File: config.mk
export PLATFORM = sky130hd
export DESIGN_NAME = switch_debounce
export DESIGN_NICKNAME = d
export VERILOG_FILES = /design/src/rtl/switch_debounce.sv
export SDC_FILE = /design/constraint.sdc
export NUM_CORES = 1
export LEC_CHECK = 0
export BUFFER_PORTS_ARGS = -buffer_cell sky130_fd_sc_hd__buf_2
export CORE_MARGIN = 2
export CORE_UTILIZATION = 66
export CTS_BUF_LIST = sky130_fd_sc_hd__clkbuf_2 sky130_fd_sc_hd__clkbuf_4 sky130_fd_sc_hd__clkbuf_8
export CTS_CLUSTER_SIZE = 30
export DETAILED_ROUTE_END_ITERATION = 16
export MAX_ROUTING_LAYER = met4
export PLACE_DENSITY = 0.86
export SLEW_MARGIN = 15
export SYNTH_ARGS = -nofsm -noshare
export SYNTH_HDL_FRONTEND = slang
export SYNTH_SLANG_ARGS = --single-unit
File: constraint.sdc
create_clock -name i_clock -period 3.6 [get_ports i_clock]
set_input_delay 0.36 -clock i_clock [delete_from_list [all_inputs] [get_ports i_clock]]
set_output_delay 0.36 -clock i_clock [all_outputs]
set_load 0.1 [all_outputs]
File: src/rtl/switch_debounce.sv
// Two-channel switch synchroniser and debouncer feeding the LED blink stage.
// Build option SWITCH_DEBOUNCE_TOGGLE_EN turns each output into a push-button latch.
module switch_debounce #(
    parameter int unsigned DEBOUNCE_CYCLES = 250
) (
    input  logic i_clock,
    input  logic i_reset_n,
    input  logic i_enable,
    input  logic i_raw_sw_1,
    input  logic i_raw_sw_2,
    output logic o_switch_1,
    output logic o_switch_2,
    output logic o_press_1,
    output logic o_press_2
);

    localparam int unsigned CNT_W = $clog2(DEBOUNCE_CYCLES + 1);
    localparam logic [CNT_W-1:0] CntMax = CNT_W'(DEBOUNCE_CYCLES);
    localparam logic [CNT_W-1:0] CntOne = CNT_W'(1);

    typedef enum logic [1:0] {StLo, StWaitHi, StHi, StWaitLo} state_e;

    logic [1:0] raw;
    logic [1:0] sw;
    logic [1:0] press;

    assign raw = {i_raw_sw_2, i_raw_sw_1};

    for (genvar g = 0; g < 2; g++) begin : g_chan
        logic             sync1_q, sync2_q;
        state_e           state_q, state_d;
        logic [CNT_W-1:0] cnt_q, cnt_d;
        logic             sw_q, sw_d;
        logic             press_q, press_d;

        always_comb begin
            state_d = state_q;
            cnt_d   = cnt_q;
            sw_d    = sw_q;
            press_d = 1'b0;
            if (!i_enable) begin
                // Park on the accepted level so re-enabling always costs a full wait.
                state_d = (state_q == StHi || state_q == StWaitLo) ? StHi : StLo;
                cnt_d   = '0;
            end else begin
                unique case (state_q)
                    StLo: begin
                        if (sync2_q) begin
                            state_d = StWaitHi;
                            cnt_d   = CntOne;
                        end
                    end
                    StWaitHi: begin
                        if (!sync2_q) begin
                            state_d = StLo;
                            cnt_d   = '0;
                        end else if (cnt_q == CntMax) begin
                            state_d = StHi;
                            cnt_d   = '0;
                            press_d = 1'b1;
`ifdef SWITCH_DEBOUNCE_TOGGLE_EN
                            sw_d    = ~sw_q;
`else
                            sw_d    = 1'b1;
`endif
                        end else begin
                            cnt_d = cnt_q + CntOne;
                        end
                    end
                    StHi: begin
                        if (!sync2_q) begin
                            state_d = StWaitLo;
                            cnt_d   = CntOne;
                        end
                    end
                    StWaitLo: begin
                        if (sync2_q) begin
                            state_d = StHi;
                            cnt_d   = '0;
                        end else if (cnt_q == CntMax) begin
                            state_d = StLo;
                            cnt_d   = '0;
`ifndef SWITCH_DEBOUNCE_TOGGLE_EN
                            sw_d    = 1'b0;
`endif
                        end else begin
                            cnt_d = cnt_q + CntOne;
                        end
                    end
                    default: begin
                        state_d = StLo;
                        cnt_d   = '0;
                    end
                endcase
            end
        end

        always_ff @(posedge i_clock or negedge i_reset_n) begin
            if (!i_reset_n) begin
                sync1_q <= 1'b0;
                sync2_q <= 1'b0;
                state_q <= StLo;
                cnt_q   <= '0;
                sw_q    <= 1'b0;
                press_q <= 1'b0;
            end else begin
                sync1_q <= raw[g];
                sync2_q <= sync1_q;
                state_q <= state_d;
                cnt_q   <= cnt_d;
                sw_q    <= sw_d;
                press_q <= press_d;
            end
        end

        assign sw[g]    = sw_q;
        assign press[g] = press_q;
    end

    assign o_switch_1 = sw[0];
    assign o_switch_2 = sw[1];
    assign o_press_1  = press[0];
    assign o_press_2  = press[1];

endmodule

==> flow_metrics.py <==
metrics = {
    "place": {
        "placedCellCount": 166,
        "gp_congestion": 0.883,
        "numPortBuffers": 8,
        "place_area_um2": 1410,
        "hpwl_mm": 1.80,
        "dp_slack_ns": 1.97,
    },
    "power": {
        "comb_power_share_pct": 6.7,
        "p_sw_share_pct": 23.1,
        "power_frac_seq_pct": 64.8,
        "p_sw_w": 0.000118,
        "powerDensity_nw_per_um2": 355,
        "p_int_w": 0.000395,
        "ir_drop_mv": 0.312,
        "p_leak_nw": 0.621,
        "pwr-share-clk_pct": 28.5,
    },
    "synth": {
        "synth_seq_area_share_pct": 52.1,
        "async_reset_ff_share_pct": 100,
        "syn_area_per_cell_um2": 10.1,
        "synth_flop_cell": "dfrtp_1",
        "syn-num-nets": 142,
        "synth_area_um2": 1340,
        "syn_inst": 133,
        "ys_seq_elements": 28,
        "synth_edf_count": 0,
        "ys_warn_count": 0,
        "synth.distinct_cells": 34,
    },
    "cells_and_area": {
        "final_area_um2": 1450,
        "layoutNonFillerInstCount": 170,
        "antenna_cells": 0,
        "drive_gt1_share_pct": 10.5,
        "area_delta_synth_final_pct": 7.54,
        "fin_nets": 153,
    },
    "setup_path": {
        "crit_path_cell_trace": "nand4_1 -> o311a_1 -> o21ai_1 -> nor2_1",
        "crit_buf_inv": 0,
        "cp-end-kind": "flip-flop",
        "reg2reg_to": "g_chan[0].cnt_q[5]",
        "worstRegToRegCells": 4,
        "crit_fanout": 6,
        "timing.rr.start": "g_chan[0].cnt_q[3]",
        "cp_top_family": "compound AO/OA/AOI/OAI gates",
        "critical_path_required_ns": 3.80,
        "cpPeakStageDelay_ns": 0.47,
        "ff2ff_setup_slack_ns": 1.94,
        "start_kind": "flip-flop",
        "cp_slowest_cell": "dfrtp_1",
        "critPathKind": "flip-flop to flip-flop",
        "cp.arrival_ns": 1.86,
    },
    "clock_tree": {
        "cts_hold_buf": 0,
        "cts_tree": "yes",
        "cts_setup_buffers": 0,
        "cts.sinks": 28,
        "cts_buffers": 3,
        "post_cts_resize_count": 0,
        "clk_pin_slew_ns": 0.14,
        "clockBufferDepth": 2,
        "clk-insertion-delay-late_ns": 0.31,
        "cts_max_level": 1,
        "cts-root-buf": "clkbuf_4",
    },
    "route": {
        "wl_per_cell_um": 14.3,
        "drt-pass1-iter-count": 4,
        "vias": 1033,
        "drc_errors": 0,
        "antenna_left": 0,
        "routed_wl_mm": 2.43,
        "drt_iter0_markers": 18,
        "post_drt_via_cell_ratio": 6.08,
    },
    "die": {
        "die-area_um2": 2410,
        "rows": 16,
        "io_pins": 9,
        "initial_core_util_pct": 69.2,
        "die_w_um": 49.1,
        "design.core.area_um2": 1940,
        "die_y_um": 49.1,
    },
    "timing": {
        "tightestPinTransition_ns": 0.602,
        "min_period_over_period_pct": 46.1,
        "rsz0062_at_grt": "false",
        "max_slew_margin_pct": 59.9,
        "fmax_ghz": 0.603,
        "tns_ns": 0,
        "min_period_ns": 1.66,
        "fin_ws_ns": 1.94,
        "hold_viol_final": 0,
        "setup_viol": 0,
        "finClkSkew_ns": 0.00606,
        "slew_viol_final": 0,
    },
    "min_path": {
        "hold_path_class": "input pin to asynchronous set/reset pin",
    },
    "global_route": {
        "grt_antenna_before_repair": 0,
        "grt_usage_pct": 24.4,
        "grt_pass1_wl_mm": 4.36,
        "grt_max_degree": 29,
        "grt_pass1_vias": 979,
        "overflow": 0,
    },
    "flow_run": {
        "drv_cap": 0,
    },
    "run_status": {
        "outcome": "finished clean",
    },
}
## worst register-to-register path, delay by kind of cell (launching register included)
family          cells  cell delay (ns)
simple gates        2             0.30
compound gates      2             0.78
flops               1             0.47
## state kept, by name (all words and copies together), names as in the netlist, named ones only
register	count
o_press_2	1
g_chan.state_q	2
g_chan.sync2_q	2
g_chan.sync1_q	2
o_switch_2	1
g_chan.cnt_q	16
o_switch_1	1
o_press_1	1
## metal layers
metal | share of wire, % | routed length (um) | global-route usage, %
met1 | 43 | 1040 | 30.8
met2 | 53 | 1290 | 39.9
met3 | 2.6 | 63 | 4.91
met4 | 1.3 | 32 | 7.14
met5 | 0 | 0 | -
## power by group through the flow
stage	Clock, W	Combinational [W]	Sequential (W)
after floorplan	0	0.0000215	0.000336
after global placement	0	0.0000331	0.000338
after detailed placement	0	0.0000346	0.000339
after CTS	0.000155	0.0000348	0.000333
after global routing	0.000163	0.0000404	0.000335
final	0.000146	0.0000345	0.000333
## cell usage in the layout, fill, tap and decap left out, types with 2 or more instances in the layout
cell type and count:
nand2_1 11, clkbuf_4 3, o21ai_1 2, o2111ai_1 2
nor2_1 10, nand4_1 3, a21oi_1 9, o21ai_0 12
nand3_1 7, ha_1 4, and3_1 3, or3_1 4
xnor2_1 5, inv_1 6, xor2_1 4, a211oi_1 2
nand2b_1 3, dfrtp_1 28, buf_2 8, nor2b_1 2
## per-stage QoR
stage | util (%) | hold slack [ns] | total power, W
after detailed placement | 72.6 | 0.346 | 0.000373
after floorplan | - | 0.0644 | 0.000358
after CTS | 74.4 | 0.0386 | 0.000523
after global routing | 74.4 | 0.0765 | 0.000538
final | 74.4 | 0.0327 | 0.000514
after global placement | 72.6 | 0.332 | 0.000371
## layout make-up
cell class,instances,area (um2)
clock buffers,4,36.3
fillers,160,497
inverters,6,22.5
multi-input cells,97,612
flip-flops and latches,28,701
well taps,27,33.8
repair buffers,8,40.0
## cells by family after synthesis
kind of cell | synth area share [%]
AO/OA/AOI/OAI | 17.1
XOR/XNOR | 7.08
adder cells (fa/ha/maj) | 3.72
buffers and inverters | 2.33
flip-flops | 52.1
multiplexers | 0.745
AND/OR/NAND/NOR | 16.9
## synthesized netlist by cell type, types with 2 or more instances
cell,instances,area [um2]
nand4_1,3,18.8
a211oi_1,2,15.0
nor2_1,10,37.5
nand3_1,7,35.0
xor2_1,4,35.0
o21ai_0,12,60.1
inv_1,6,22.5
nand2_1,11,41.3
o21ai_1,2,10.0
or3_1,4,25.0
nor2b_1,2,12.5
o2111ai_1,2,17.5
xnor2_1,5,43.8
and3_1,3,18.8
nand2b_1,3,18.8
a21oi_1,9,45.0
ha_1,4,50.1
dfrtp_1,28,701
## how the worst max path moves through the flow
stage                     slack [ns]  depth (start not counted)                 end          startpoint
after floorplan                 2.18                          6  g_chan[1].cnt_q[6]  g_chan[1].cnt_q[0]
after global placement          2.02                          6  g_chan[1].cnt_q[6]  g_chan[1].cnt_q[0]
after detailed placement        1.97                          6  g_chan[0].cnt_q[3]  g_chan[0].cnt_q[0]
after CTS                       1.95                          6  g_chan[1].cnt_q[5]  g_chan[1].cnt_q[0]
after global routing            1.79                          6  g_chan[0].cnt_q[5]  g_chan[0].cnt_q[0]
final                           1.94                          4  g_chan[0].cnt_q[5]  g_chan[0].cnt_q[3]
Power figures use the tool's default switching activity.
